**src/rtl/apb4_archinfo.sv**
```systemverilog
// APB4 architecture-information block: one writable SoC configuration word (SYS)
// followed by a read-only 64-bit chip identifier (IDL/IDH), repeated every 16 bytes.
module apb4_archinfo #(
    parameter logic [31:0] SYS_VAL = 32'h0000_0101,
    parameter logic [31:0] IDL_VAL = 32'hFFFF_2023,
    parameter logic [31:0] IDH_VAL = 32'hFFFF_0001
) (
    input  logic        i_pclk,
    input  logic        i_presetn,
    input  logic [31:0] i_paddr,
    input  logic [2:0]  i_pprot,
    input  logic        i_psel,
    input  logic        i_penable,
    input  logic        i_pwrite,
    input  logic [31:0] i_pwdata,
    input  logic [3:0]  i_pstrb,
    output logic        o_pready,
    output logic [31:0] o_prdata,
    output logic        o_pslverr
);

    localparam logic [1:0] ADDR_SYS = 2'd0;
    localparam logic [1:0] ADDR_IDL = 2'd1;
    localparam logic [1:0] ADDR_IDH = 2'd2;

    logic [31:0] r_sys;
    logic [1:0]  w_reg_sel;
    logic        w_wr_en;
    logic        w_rd_en;
    logic        w_sys_wr;

    // Only the word index is decoded; the rest of the address simply aliases.
    assign w_reg_sel = i_paddr[3:2];
    assign w_wr_en   = i_psel & i_penable & i_pwrite;
    assign w_rd_en   = i_psel & ~i_pwrite;
    assign w_sys_wr  = w_wr_en & (w_reg_sel == ADDR_SYS);

    logic w_unused_ok;
    assign w_unused_ok = ^{i_pprot, i_paddr[31:4], i_paddr[1:0]};

    generate
        for (genvar gi = 0; gi < 4; gi++) begin : g_sys_lane
            always_ff @(posedge i_pclk or negedge i_presetn) begin
                if (!i_presetn) begin
                    r_sys[8*gi +: 8] <= SYS_VAL[8*gi +: 8];
                end else if (w_sys_wr && i_pstrb[gi]) begin
                    r_sys[8*gi +: 8] <= i_pwdata[8*gi +: 8];
                end
            end
        end
    endgenerate

    // Read mux is valid in both setup and access phases so no wait states are needed.
    always_comb begin
        o_prdata = 32'h0;
        if (w_rd_en) begin
            case (w_reg_sel)
                ADDR_SYS: o_prdata = r_sys;
                ADDR_IDL: o_prdata = IDL_VAL;
                ADDR_IDH: o_prdata = IDH_VAL;
                default:  o_prdata = 32'h0;
            endcase
        end
    end

    assign o_pready  = 1'b1;
    assign o_pslverr = 1'b0;

endmodule

```
**config.mk**
```make
export PLATFORM = sky130hd
export DESIGN_NAME = apb4_archinfo
export DESIGN_NICKNAME = d
export VERILOG_FILES = /design/src/rtl/apb4_archinfo.sv
export SDC_FILE = /design/constraint.sdc
export NUM_CORES = 1
export LEC_CHECK = 0
export BUFFER_PORTS_ARGS = -buffer_cell sky130_fd_sc_hd__buf_2
export CORE_ASPECT_RATIO = 0.5
export CORE_MARGIN = 10
export CORE_UTILIZATION = 38
export DETAILED_ROUTE_END_ITERATION = 10
export PLACE_DENSITY = 0.75
export SLEW_MARGIN = 20
export SYNTH_ARGS = -nofsm -noshare
export SYNTH_HDL_FRONTEND = slang
export SYNTH_SLANG_ARGS = --single-unit
```
**constraint.sdc**
```tcl
create_clock -name i_pclk -period 1.05 [get_ports i_pclk]
set_input_delay 0.105 -clock i_pclk [delete_from_list [all_inputs] [get_ports i_pclk]]
set_output_delay 0.105 -clock i_pclk [all_outputs]
set_load 0.05 [all_outputs]
```
* Word level (Yosys, flattened, before mapping) *
Cells that the tools add are included.

word-level totals
  register bits = 32
  bits of input ports = 76
  output and inout port bits = 34
  logic and storage cells = 18

operators by class
  equality and inequality tests = 2
  multiplexer cells = 2
  bitwise operators = 5
  reductions and logical operators = 5

operator list
  kind                  count
  $pmux W32 S3          1
  $mux W32              1
  $and A1 B1 Y1         4
  $logic_and A1 B1 Y1   4
  $eq A2 B1 Y1 const B  1
  $eq A2 B2 Y1 const B  1
  $logic_not A2 Y1      1
  $not A1 Y1            1

* Longest topological paths before layout *
Gate-level depths: netlist (run 1).

  word-level depth = 4
  gate-level depth with buffers = 6
  mapped depth without buffers = 5

* Least setup slack after synthesis (run 1) *
No wires, ideal clock.

  path type = input port to output port
  start = input port i_paddr[3]
  end = output port o_prdata[21]
  arrival time = 1622 ps
  setup slack = -677 ps
  stages on the path = 6
  buffers on the path = 2
  cells stage by stage = inv_1 -> ha_1 -> buf_1 -> clkbuf_1 -> a21oi_1 -> nor2_1

between the ends
  word-level cells in the longest chain between the ends = 3

ends and longest elaborated chain
  element                               RTL line  text
  from (decl)                           10        input logic [31:0] i_paddr,
  $eq A2 B2 Y1 (tied with other cells)  57        case (w_reg_sel)
  $pmux W32 S3 *                        57
  $mux W32 *                            56        if (w_rd_en) begin
  to (decl)                             18        output logic [31:0] o_prdata,

Mark *: on every way between the ends. The rest lies on a longest branch, timed or not.

* Worst setup path after layout (run 1) *
  start = register r_sys[0]
  end = output port o_prdata[0]

between the ends
  word-level cells in the longest chain between the ends = 2

ends and longest elaborated chain
  element                            RTL line  text
  from (decl)                        26        logic [31:0] r_sys;
  from (signal, indexed assignment)  45        r_sys[8*gi +: 8] <= SYS_VAL[8*gi +: 8];
  from (signal, indexed assignment)  47        r_sys[8*gi +: 8] <= i_pwdata[8*gi +: 8];
  $pmux W32 S3                       57
  $mux W32                           56

No other way between the ends.

==> reports/metrics.csv, run 1 <==
stage;metric;value;unit
setup_path;CP max FO;2;
logic_synthesis;sequential area share after synthesis;0.456;
setup_path;CP max stage cell;dfstp_2;
cells_and_area;Reg with most FFs;r_sys;
route;initial drt markers;34;
placed_design;gpl congestion;0.691;
route;via count;1452;
placed_design;DP Area;0.00244;mm2
grt;global-route wire length before repair;8950;um
grt;Overflow after GRT;0;
cells_and_area;Top Registers;r_sys: 32 flops;
power;Peak supply drop;0.000659;V
status;status;finished, violations left;
clock_tree;H-Tree Depth;2;
route;Remaining DRCs;0;
logic_synthesis;Mapped Cells;143;
setup_path;critical path type;reg2out;
setup_path;reg2reg start;r_sys[26];
floorplan;Die Span Y;68.1;um
setup_path;Critical Path, Cell by Cell;a21oi_2, nor2_4, buf_8;
floorplan;initial core utilization;0.398;
status;failing checks;negative setup slack;
floorplan;Die Width;116;um
clock_tree;CTS sink cnt;32;
setup_path;CP max stage delay;0.54;ns
route;DRT Pass-1 Iters;4;
sta;# setup viols final;64;
clock_tree;CTS root buf;clkbuf_8;
grt;vias in the first global route;1662;
clock_tree;total CTS buffers;5;
clock_tree;CTS tree;built;
worst_hold_path;worst hold start;i_pwdata[2];
cells_and_area;nets;316;
sta;Clock Skews;0;ns
grt;largest net degree at the start of global routing;18;
run;reported max-cap violation count;0;
worst_hold_path;min-delay worst type;in2reg;
setup_path;CP Capture Type;output port;
logic_synthesis;synth unique cells;20;
route;DR WL/cell;20.1;um
cells_and_area;diodes inserted;0;
worst_hold_path;hold-critical path depth;2;
setup_path;critical path required time;0.94;ns
cells_and_area;FILL cells;263;
setup_path;R2R depth;3;
logic_synthesis;mapped cell area;0.00176;mm2
clock_tree;Worst-path clk slew;0.07;ns
sta;RSZ-0062 raised after global routing;yes;
cells_and_area;max reg flops;32;
worst_hold_path;WHS Endpoint;r_sys[2];
setup_path;crit path DAT;1.15;ns
floorplan;io pins;110;
logic_synthesis;#FFs+latches synth;32;
sta;setup ws final;-0.204;ns
sta;Slew Limit Fails;0;
cells_and_area;P&R area growth vs syn;79.1;%
cells_and_area;design area;0.00315;mm2
sta;final hold vios;0;
sta;fin crit share;1.19;
setup_path;Reg2Reg Capture Point;r_sys[26];
floorplan;# rows;17;
setup_path;R2R Setup Slk;0.03;ns
clock_tree;CTS max path bufs;2;
floorplan;Core Region;0.00442;mm2
sta;Tmin final;1.25;ns
logic_synthesis;Syn Nets;221;
cells_and_area;share of layout cells above drive strength 1;0.854;
route;Vias/cell;4.91;
setup_path;Critical Path Start Type;flop;
power;Static Leak;1.50;nW
logic_synthesis;Synth Area per Inst;12.3;um2
route;remaining antenna violation count;0;
sta;setup_tns;-7.10;ns
placed_design;PortBufs;74;
route;Detailed Route WL;5950;um
grt;antenna violations before repair;0;
clock_tree;clk_lat worst skew;0.28;ns
logic_synthesis;YS warnings;0;
sta;f_max;798;MHz
floorplan;die area;0.00792;mm2
grt;GRT Total Usage;0.145;
power;PD cells;1260;mW/mm2
placed_design;DP HPWL;3890;um
critical path: cells and delay by family, from the launching register on:
family	cells	cell delay (ns)
and+or+nand+nor	1	0.10
buffers and inverters	1	0.15
DFF	1	0.54
AOI/OAI and AO/OA	1	0.06
Yosys cell counts:
| cell type | count | area share |
|---|---|---|
| or2_1 | 1 | 0.0036 |
| dfstp_2 | 2 | 0.030 |
| buf_12 | 1 | 0.011 |
| nand2_1 | 4 | 0.0085 |
| mux2_4 | 32 | 0.27 |
| and3_1 | 12 | 0.043 |
| buf_4 | 2 | 0.0085 |
| ha_1 | 2 | 0.014 |
| nand2b_1 | 1 | 0.0036 |
| and4_4 | 1 | 0.0064 |
| nor2_1 | 18 | 0.038 |
| dfrtp_1 | 30 | 0.43 |
| conb_1 | 2 | 0.0043 |
| nand2_8 | 4 | 0.045 |
| a21oi_1 | 20 | 0.057 |
| buf_1 | 1 | 0.0021 |
| inv_1 | 2 | 0.0043 |
| clkbuf_1 | 4 | 0.0085 |
| buf_2 | 3 | 0.0085 |
| nor2b_1 | 1 | 0.0036 |
through the flow:
stage | cells | setup WS (ns) | hold WS [ns] | utilization | total power, W
after global routing | 296 | -0.244 | 0.0450 | 0.713 | 0.00414
after detailed placement | 274 | -0.370 | 0.0135 | 0.552 | 0.00264
after global placement | 274 | -0.344 | 0.0132 | 0.552 | 0.00260
after CTS | 292 | -0.192 | 0.0478 | 0.700 | 0.00389
after floorplan | 143 | -0.144 | -0.191 | - | 0.00237
final | 296 | -0.204 | 0.0495 | 0.713 | 0.00397
where the power goes:
part / switching, W / leakage, nW / internal [W] / total [W]
registers: 0.000184 / 0.404 / 0.00149 / 0.00167
logic: 0.000593 / 1.05 / 0.000722 / 0.00131
clock network: 0.000467 / 0.0510 / 0.000523 / 0.000990
area by class of cell:
type                            count  area, um2  share of cell area
Timing Repair Buffer               99        958               0.304
Clock buffer                        6       82.6              0.0262
Clock inverter                      2       10.0             0.00317
Inverter                            2       22.5             0.00714
Multi-Input combinational cell     98       1200               0.382
Tap cell                           57       71.3              0.0226
Sequential cell                    32        803               0.255
layout by cell type, fill, tap and decap left out, types with 2 or more instances in the layout:
master and instances:
nand2_8 4, a21oi_2 18, buf_12 3, nor2_4 18
conb_1 2, buf_6 18, buf_2 39, and3_4 12
buf_8 22, nand2_2 3, buf_16 2, dfstp_2 2
mux2_4 32, clkbuf_8 6, ha_4 2, buf_4 14
clkinv_2 2, dfrtp_1 30
layer usage:
layer | up-vias | wire (um) | share of wire | GRT usage
li1 | 684 | - | - | -
met1 | 742 | 2350 | 0.39 | 0.160
met2 | 24 | 3320 | 0.56 | 0.280
met3 | 2 | 260 | 0.044 | 0.0366
met4 | 0 | 25 | 0.0042 | 0.0263
met5 | - | 0 | 0 | 0
logic make-up (layout without fill, tap and decap cells):
logic type,Yosys count,count (layout),synth area share
AO/OA/AOI/OAI,20,20,0.0569
adder cells (fa/ha/maj),2,2,0.0142
buffers and inverters,13,109,0.0433
flip-flops,32,32,0.456
multiplexers,32,32,0.273
other,2,2,0.00427
AND/OR/NAND/NOR,42,42,0.152
worst max path at each step:
stage,startpoint,endpoint,cells after the start
5_1_grt,r_sys[0],o_prdata[0],3
3_5_place_dp,i_paddr[3],o_prdata[17],6
3_3_place_gp,i_paddr[3],o_prdata[18],6
6_report,r_sys[0],o_prdata[0],3
2_1_floorplan,i_pwrite,o_prdata[21],5
4_1_cts,r_sys[0],o_prdata[0],3
what timing repair did:
action                                  CTS  global route
resized for setup                       127             8
buffers inserted                          6             4
hold buffers                              1             0
endpoints found under the hold margin    12             0
endpoints found under the setup margin   64            59
pin swaps                                25            17
cloned                                    3             0
Power figures use the tool's default switching activity.
==> inputs of run 2 (changes only) <==
- ABC_AREA: default -> 1
- PLACE_DENSITY: 0.75 -> 0.74
==> run 2 against run 1 <==
The flow still finishes with violations (negative setup slack); clock skew unchanged; area after synthesis down 4.0%; clock power up 31%; register-to-register slack improved by 0.08 ns; hold slack improved by 0.0023 ns; die area fell by 3.1%; final area increased by 2.9%; wire length increased by 20%; power increased by 5.4%; critical path depth did not move; utilization is 3.5 points higher; maximum frequency is 1.5% lower; critical path type unchanged; largest cell class unchanged.
==> reports/metrics.csv, run 2 <==
stage;metric;value;unit;change
status;status;finished, violations left;;
status;failing checks;negative setup slack;;
grt;antenna violations before repair;0;;unchanged
sta;RSZ-0062 raised after global routing;yes;;
logic_synthesis;mapped cell area;0.00169;mm2;-4.0%
setup_path;Worst Path Buf+Inv;1;;unchanged
clock_tree;CTS sink cnt;32;;unchanged
setup_path;Critical Path Start Type;flop;;
clock_tree;clk_lat worst skew;0.28;ns;about the same
setup_path;R2R Setup Slk;0.11;ns;+0.08 ns
setup_path;CP max FO;2;;unchanged
clock_tree;CTS root buf;clkbuf_8;;
sta;# setup viols final;40;;-38%
cells_and_area;P&R area growth vs syn;91.9;%;
grt;Overflow after GRT;0;;unchanged
clock_tree;CTS max path bufs;2;;unchanged
setup_path;CP max stage delay;0.56;ns;+0.02 ns
sta;Slew Limit Fails;0;;unchanged
cells_and_area;diodes inserted;0;;unchanged
grt;global-route wire length before repair;9970;um;+11%
floorplan;io pins;110;;unchanged
grt;vias in the first global route;2019;;+21%
logic_synthesis;sequential area share after synthesis;0.475;;+0.0189
route;metal3 WL;541;um;+110%
route;routed length on met2;3520;um;+5.9%
worst_hold_path;min-delay worst type;in2reg;;
setup_path;critical path type;reg2out;;
grt;GRT Total Usage;0.161;;+0.0161
cells_and_area;commonest non-fill, non-tap cells in the layout;nand2_1, buf_2, nor2_4, nand3_1, dfrtp_1;;
route;remaining antenna violation count;0;;unchanged
clock_tree;total CTS buffers;5;;unchanged
setup_path;CP Capture Type;output port;;
logic_synthesis;Synth area leader;dfrtp_1;;
placed_design;DP HPWL;3890;um;+0.17%
logic_synthesis;Yosys top cell area share;0.444;;+0.0177
route;Vias/cell;5.22;;+6.4%
logic_synthesis;count leader, synth;nand2_1;;
route;wire length on met1;2760;um;+18%
clock_tree;H-Tree Depth;2;;unchanged
cells_and_area;commonest non-fill, non-tap cell in the layout;nand2_1;;
clock_tree;CTS tree;built;;
logic_synthesis;Mapped Cells;228;;+59%
placed_design;Placed Cells;360;;+31%
route;top routing layer in use;met4;;
placed_design;gpl congestion;0.752;;+8.8%
logic_synthesis;top cells by count, synth;nand2_1, nor2_1, nand3_1;;
sta;f_max;786;MHz;-1.5%
power;PD cells;1290;mW/mm2;+2.5%
power;Static Leak;1.54;nW;+2.1%
cells_and_area;Reg with most FFs;r_sys;;
sta;final hold vios;0;;unchanged
route;Detailed Route WL;7120;um;+20%
sta;Clock Skews;0;ns;unchanged
logic_synthesis;YS warnings;0;;unchanged
floorplan;Core Region;0.00434;mm2;-1.9%
logic_synthesis;synth top area cells;dfrtp_1, nand2_1, nand3_1;;
logic_synthesis;ys async rst share;1.00;;unchanged
setup_path;Critical Path, Cell by Cell;a21oi_2, nor2_4, buf_8;;
logic_synthesis;Post-synth EDFFs;0;;unchanged
cells_and_area;final core occ;0.747;;+0.0347
logic_synthesis;Primary FF master, synth;dfrtp_1;;
route;initial drt markers;158;;+360%
cells_and_area;max reg flops;32;;unchanged
logic_synthesis;Syn Nets;306;;+38%
logic_synthesis;#FFs+latches synth;32;;unchanged
sta;hold slack;0.0518;ns;+0.00232 ns
sta;Tmin final;1.27;ns;+0.0188 ns
setup_path;crit path DAT;1.17;ns;+0.02 ns
route;via count;1994;;+37%
cells_and_area;Final Non-Filler Cells;382;;+29%
floorplan;# rows;17;;unchanged
route;Remaining DRCs;0;;unchanged
cells_and_area;Top Registers;r_sys: 32 flops;;
floorplan;initial core utilization;0.390;;-0.00835
setup_path;critical path required time;0.94;ns;about the same
sta;fin crit share;1.21;;+0.0179
route;DR WL/cell;18.6;um;-7.4%
run;reported max-cap violation count;0;;unchanged
clock_tree;Worst-path clk slew;0.07;ns;about the same
power;total design power;0.00419;W;+5.4%
floorplan;Die Width;114;um;-1.7%
floorplan;die area;0.00768;mm2;-3.1%
cells_and_area;share of layout cells above drive strength 1;0.560;;-0.294
sta;setup ws final;-0.223;ns;-0.0188 ns
grt;largest net degree at the start of global routing;20;;+2
power;Peak supply drop;0.000619;V;-6.1%
floorplan;Die Span Y;67.2;um;-1.4%
logic_synthesis;Synth Area per Inst;7.41;um2;-40%
setup_path;largest delay contributor family on the critical path;flip-flops;;
placed_design;PortBufs;74;;unchanged
route;DRT Pass-1 Iters;4;;unchanged
setup_path;CP max stage cell;dfstp_2;;
logic_synthesis;synth unique cells;16;;-20%
cells_and_area;nets;402;;+27%
-- run 2: power breakdown --
part           internal [W]  switching (W)  leakage [nW]
registers           0.00147       0.000178         0.410
logic              0.000514       0.000728          1.06
clock network      0.000837       0.000461        0.0645
total               0.00282        0.00137          1.54
-- run 2: final cells by class --
cell class / instances / area, um2
multi-input combinational: 174 / 1140
fill: 276 / 1100
timing repair buffer: 107 / 1080
sequential: 32 / 803
clock buffer: 7 / 96.3
tap: 57 / 71.3
clock inverter: 1 / 30.0
inverter: 4 / 17.5
-- run 2: path summary, 6_finish.rpt --
| check | start | endpoint | depth (start not counted) |
|---|---|---|---|
| worst max-delay path | r_sys[0] | o_prdata[0] | 3 |
| worst min-delay path | i_pwdata[27] | r_sys[27] | 3 |
| worst max register to register | r_sys[0] | r_sys[0] | 3 |
| worst min register to register | r_sys[15] | r_sys[15] | 2 |
| max in group asynchronous | i_presetn | r_sys[26] | 3 |
| min in group asynchronous | i_presetn | r_sys[3] | 2 |
-- run 2: cell families (layout without fill, tap and decap cells) --
logic type / after synthesis / after routing / synth area share
flip-flops: 32 / 32 / 0.475
buffers and inverters: 22 / 119 / 0.0718
adder cells (fa/ha/maj): 2 / 2 / 0.0148
AO/OA/AOI/OAI: 21 / 21 / 0.0622
AND/OR/NAND/NOR: 149 / 149 / 0.372
other: 2 / 2 / 0.00444
-- run 2: layer usage --
| metal | vias to the layer above | track usage |
|---|---|---|
| met3 | 29 | 0.0495 |
| met5 | - | 0 |
| met2 | 94 | 0.286 |
| met4 | 0 | 0.0699 |
| li1 | 912 | - |
| met1 | 959 | 0.178 |
-- run 2: tightest hold or removal path, cell delays in order --
cell     delay (ns)
buf_2          0.07
nand3_1        0.07
nand2_1        0.06
-- run 2: what timing repair did --
| item | in CTS | in global routing |
|---|---|---|
| hold endpoints to repair | 13 | 0 |
| hold buffers | 1 | 0 |
| buffers inserted | 1 | 9 |
| setup endpoints to repair | 32 | 60 |
| pin swaps | 39 | 14 |
| resized for setup | 122 | 5 |
| cloned | 3 | 0 |
-- run 2: metrics by stage --
stage	area [um2]	TNS, ns	setup WS, ns
2_1_floorplan	2020	-0.658	-0.0666
3_3_place_gp	2510	-15.40	-0.258
3_5_place_dp	2510	-16.04	-0.284
4_1_cts	3150	-3.81	-0.180
5_1_grt	3240	-6.04	-0.232
6_report	3240	-4.66	-0.223
==> inputs of run 3 (changes only) <==
- CORE_UTILIZATION: 38 -> 42
- PLACE_DENSITY: 0.74 -> 0.78
- clock period: 1.05 -> 1.3 ns (I/O delays scaled with it)
==> run 3 against run 2 <==
The flow still finishes with violations (negative setup slack); sequential share of layout area up 5.6 points; critical path depth up 4; clock-buffer cell count up 1; global-route usage down 2.2 points; sequential cell count unchanged; cell count down 5.8%; largest cell class unchanged; worst setup slack better by 0.22 ns; largest power group unchanged.
==> reports/metrics.csv, run 3 (synthesis results as in run 2) <==
stage;metric;value;unit;change
clock_tree;CTS root buf;clkbuf_8;;
sta;f_max;766;MHz;
setup_path;Critical Path Start Type;input pin;;
floorplan;Die Width;110;um;-4.0%
cells_and_area;design area;0.00265;mm2;-18%
power;total design power;0.00289;W;-31%
sta;Slew Limit Fails;0;;unchanged
cells_and_area;commonest non-fill, non-tap cells in the layout;nand2_1, buf_2, nand3_1, dfrtp_1, buf_4;;
floorplan;io pins;110;;unchanged
clock_tree;clk_lat worst skew;0.28;ns;about the same
route;Vias/cell;5.04;;-3.4%
status;failing checks;negative setup slack;;
sta;Tightest Pin Transition;0.597;ns;
setup_path;CP max FO;16;;+14
cells_and_area;max reg flops;32;;unchanged
floorplan;Die Span Y;64.9;um;-3.4%
grt;global-route wire length before repair;7940;um;-20%
route;Remaining DRCs;0;;unchanged
clock_tree;setup bufs post-CTS;0;;-1
setup_path;CP max stage delay;0.22;ns;-0.34 ns
grt;vias in the first global route;1741;;-14%
cells_and_area;share of layout cells above drive strength 1;0.480;;-0.0796
power;Static Leak;1.34;nW;-13%
grt;GRT Total Usage;0.138;;-0.0224
setup_path;CP Capture Type;output port;;
cells_and_area;Reg with most FFs;r_sys;;
grt;largest net degree at the start of global routing;33;;+65%
route;DR WL/cell;15.3;um;-18%
placed_design;PortBufs;74;;unchanged
sta;setup ws final;-0.00592;ns;+0.217 ns
clock_tree;H-Tree Depth;2;;unchanged
worst_hold_path;min-delay worst type;in2reg;;
setup_path;critical path required time;1.17;ns;+0.23 ns
floorplan;# rows;16;;-1
clock_tree;CTS max path bufs;2;;unchanged
sta;Clock Skews;0;ns;unchanged
route;via count;1816;;-8.9%
status;status;finished, violations left;;
cells_and_area;P&R area growth vs syn;56.5;%;
power;Peak supply drop;0.000448;V;-28%
placed_design;DP HPWL;3730;um;-4.1%
setup_path;CP max stage cell;ha_1;;
cells_and_area;diodes inserted;0;;unchanged
sta;RSZ-0062 raised after global routing;yes;;
route;DRT Pass-1 Iters;4;;unchanged
cells_and_area;commonest non-fill, non-tap cell in the layout;nand2_1;;
grt;antenna violations before repair;0;;unchanged
setup_path;crit path DAT;1.18;ns;about the same
clock_tree;Worst-path clk slew;0.07;ns;about the same
route;Detailed Route WL;5490;um;-23%
placed_design;gpl congestion;0.752;;about the same
power;PD cells;1090;mW/mm2;-16%
clock_tree;CTS sink cnt;32;;unchanged
floorplan;initial core utilization;0.435;;+0.0457
clock_tree;total CTS buffers;5;;unchanged
grt;Overflow after GRT;0;;unchanged
sta;setup_tns;-0.00592;ns;+4.65 ns
cells_and_area;nets;383;;-4.7%
route;remaining antenna violation count;0;;unchanged
floorplan;Core Region;0.00388;mm2;-10%
run;reported max-cap violation count;0;;unchanged
floorplan;die area;0.00712;mm2;-7.3%
setup_path;critical path type;in2out;;
placed_design;Place WS;-0.105;ns;+0.179 ns
clock_tree;CTS tree;built;;
setup_path;Critical Path, Cell by Cell;buf_2, ha_1, inv_1, nand2_2, buf_12, nor2_1, buf_6;;
sta;final hold vios;0;;unchanged
sta;Tmin final;1.31;ns;
sta;fin crit share;1.00;;
placed_design;DP Area;0.00227;mm2;-9.2%
route;initial drt markers;84;;-47%
sta;# setup viols final;1;;-98%
sta;max-slew headroom at the worst pin;0.598;;
cells_and_area;Top Registers;r_sys: 32 flops;;
## run 3: stage by stage
step / hold WS, ns / util / cells
floorplan: -0.166 / - / 228
global route: 0.0779 / 0.681 / 360
global placement: 0.164 / 0.586 / 350
detailed placement: 0.175 / 0.586 / 350
CTS: 0.0628 / 0.642 / 359
finish: 0.0639 / 0.681 / 360
## run 3: layout make-up
type | count | area (um2)
Clock buffer | 8 | 90.1
Fill cell | 290 | 1240
Inverter | 4 | 15.0
Multi-Input combinational cell | 174 | 996
Sequential cell | 32 | 803
Tap cell | 54 | 67.6
Timing Repair Buffer | 88 | 673
## run 3: path summary, 6_finish.rpt
check / start / end / slack, ns / cells past startpoint
setup / recovery: i_paddr[2] / o_prdata[14] / -0.006 / 7
hold / removal: i_pwdata[8] / r_sys[8] / 0.06 / 3
setup reg to reg: r_sys[0] / r_sys[0] / 0.59 / 2
hold reg to reg: r_sys[13] / r_sys[13] / 0.47 / 2
max in group asynchronous: i_presetn / r_sys[0] / 0.57 / 3
min in group asynchronous: i_presetn / r_sys[12] / 0.40 / 3
## run 3: power by group
part	switching [W]	leakage (nW)	internal [W]
clock	0.000353	0.0455	0.000432
combinational	0.000478	0.886	0.000303
sequential	0.000131	0.410	0.00119
total	0.000962	1.34	0.00192
## run 3: critical path: cells and delay by family
family,cells,cell delay (ns)
and+or+nand+nor,2,0.24
adders and majority gates,1,0.22
buffers and inverters,4,0.57
## run 3: timing repair
item	CTS	global route
endpoints found under the hold margin	30	0
cloned	0	1
endpoints found under the setup margin	31	25
resized for setup	41	34
hold buffers	1	0
pin swaps	0	2
## run 3: routing by layer
metal  wire length, um  up-vias  share of wire  GRT usage
met5                 0        -              0          0
met1              2050      870           0.37      0.141
li1                  -      869              -          -
met4                90        0          0.016     0.0548
met3               474        8          0.086     0.0562
met2              2880       69           0.52      0.249
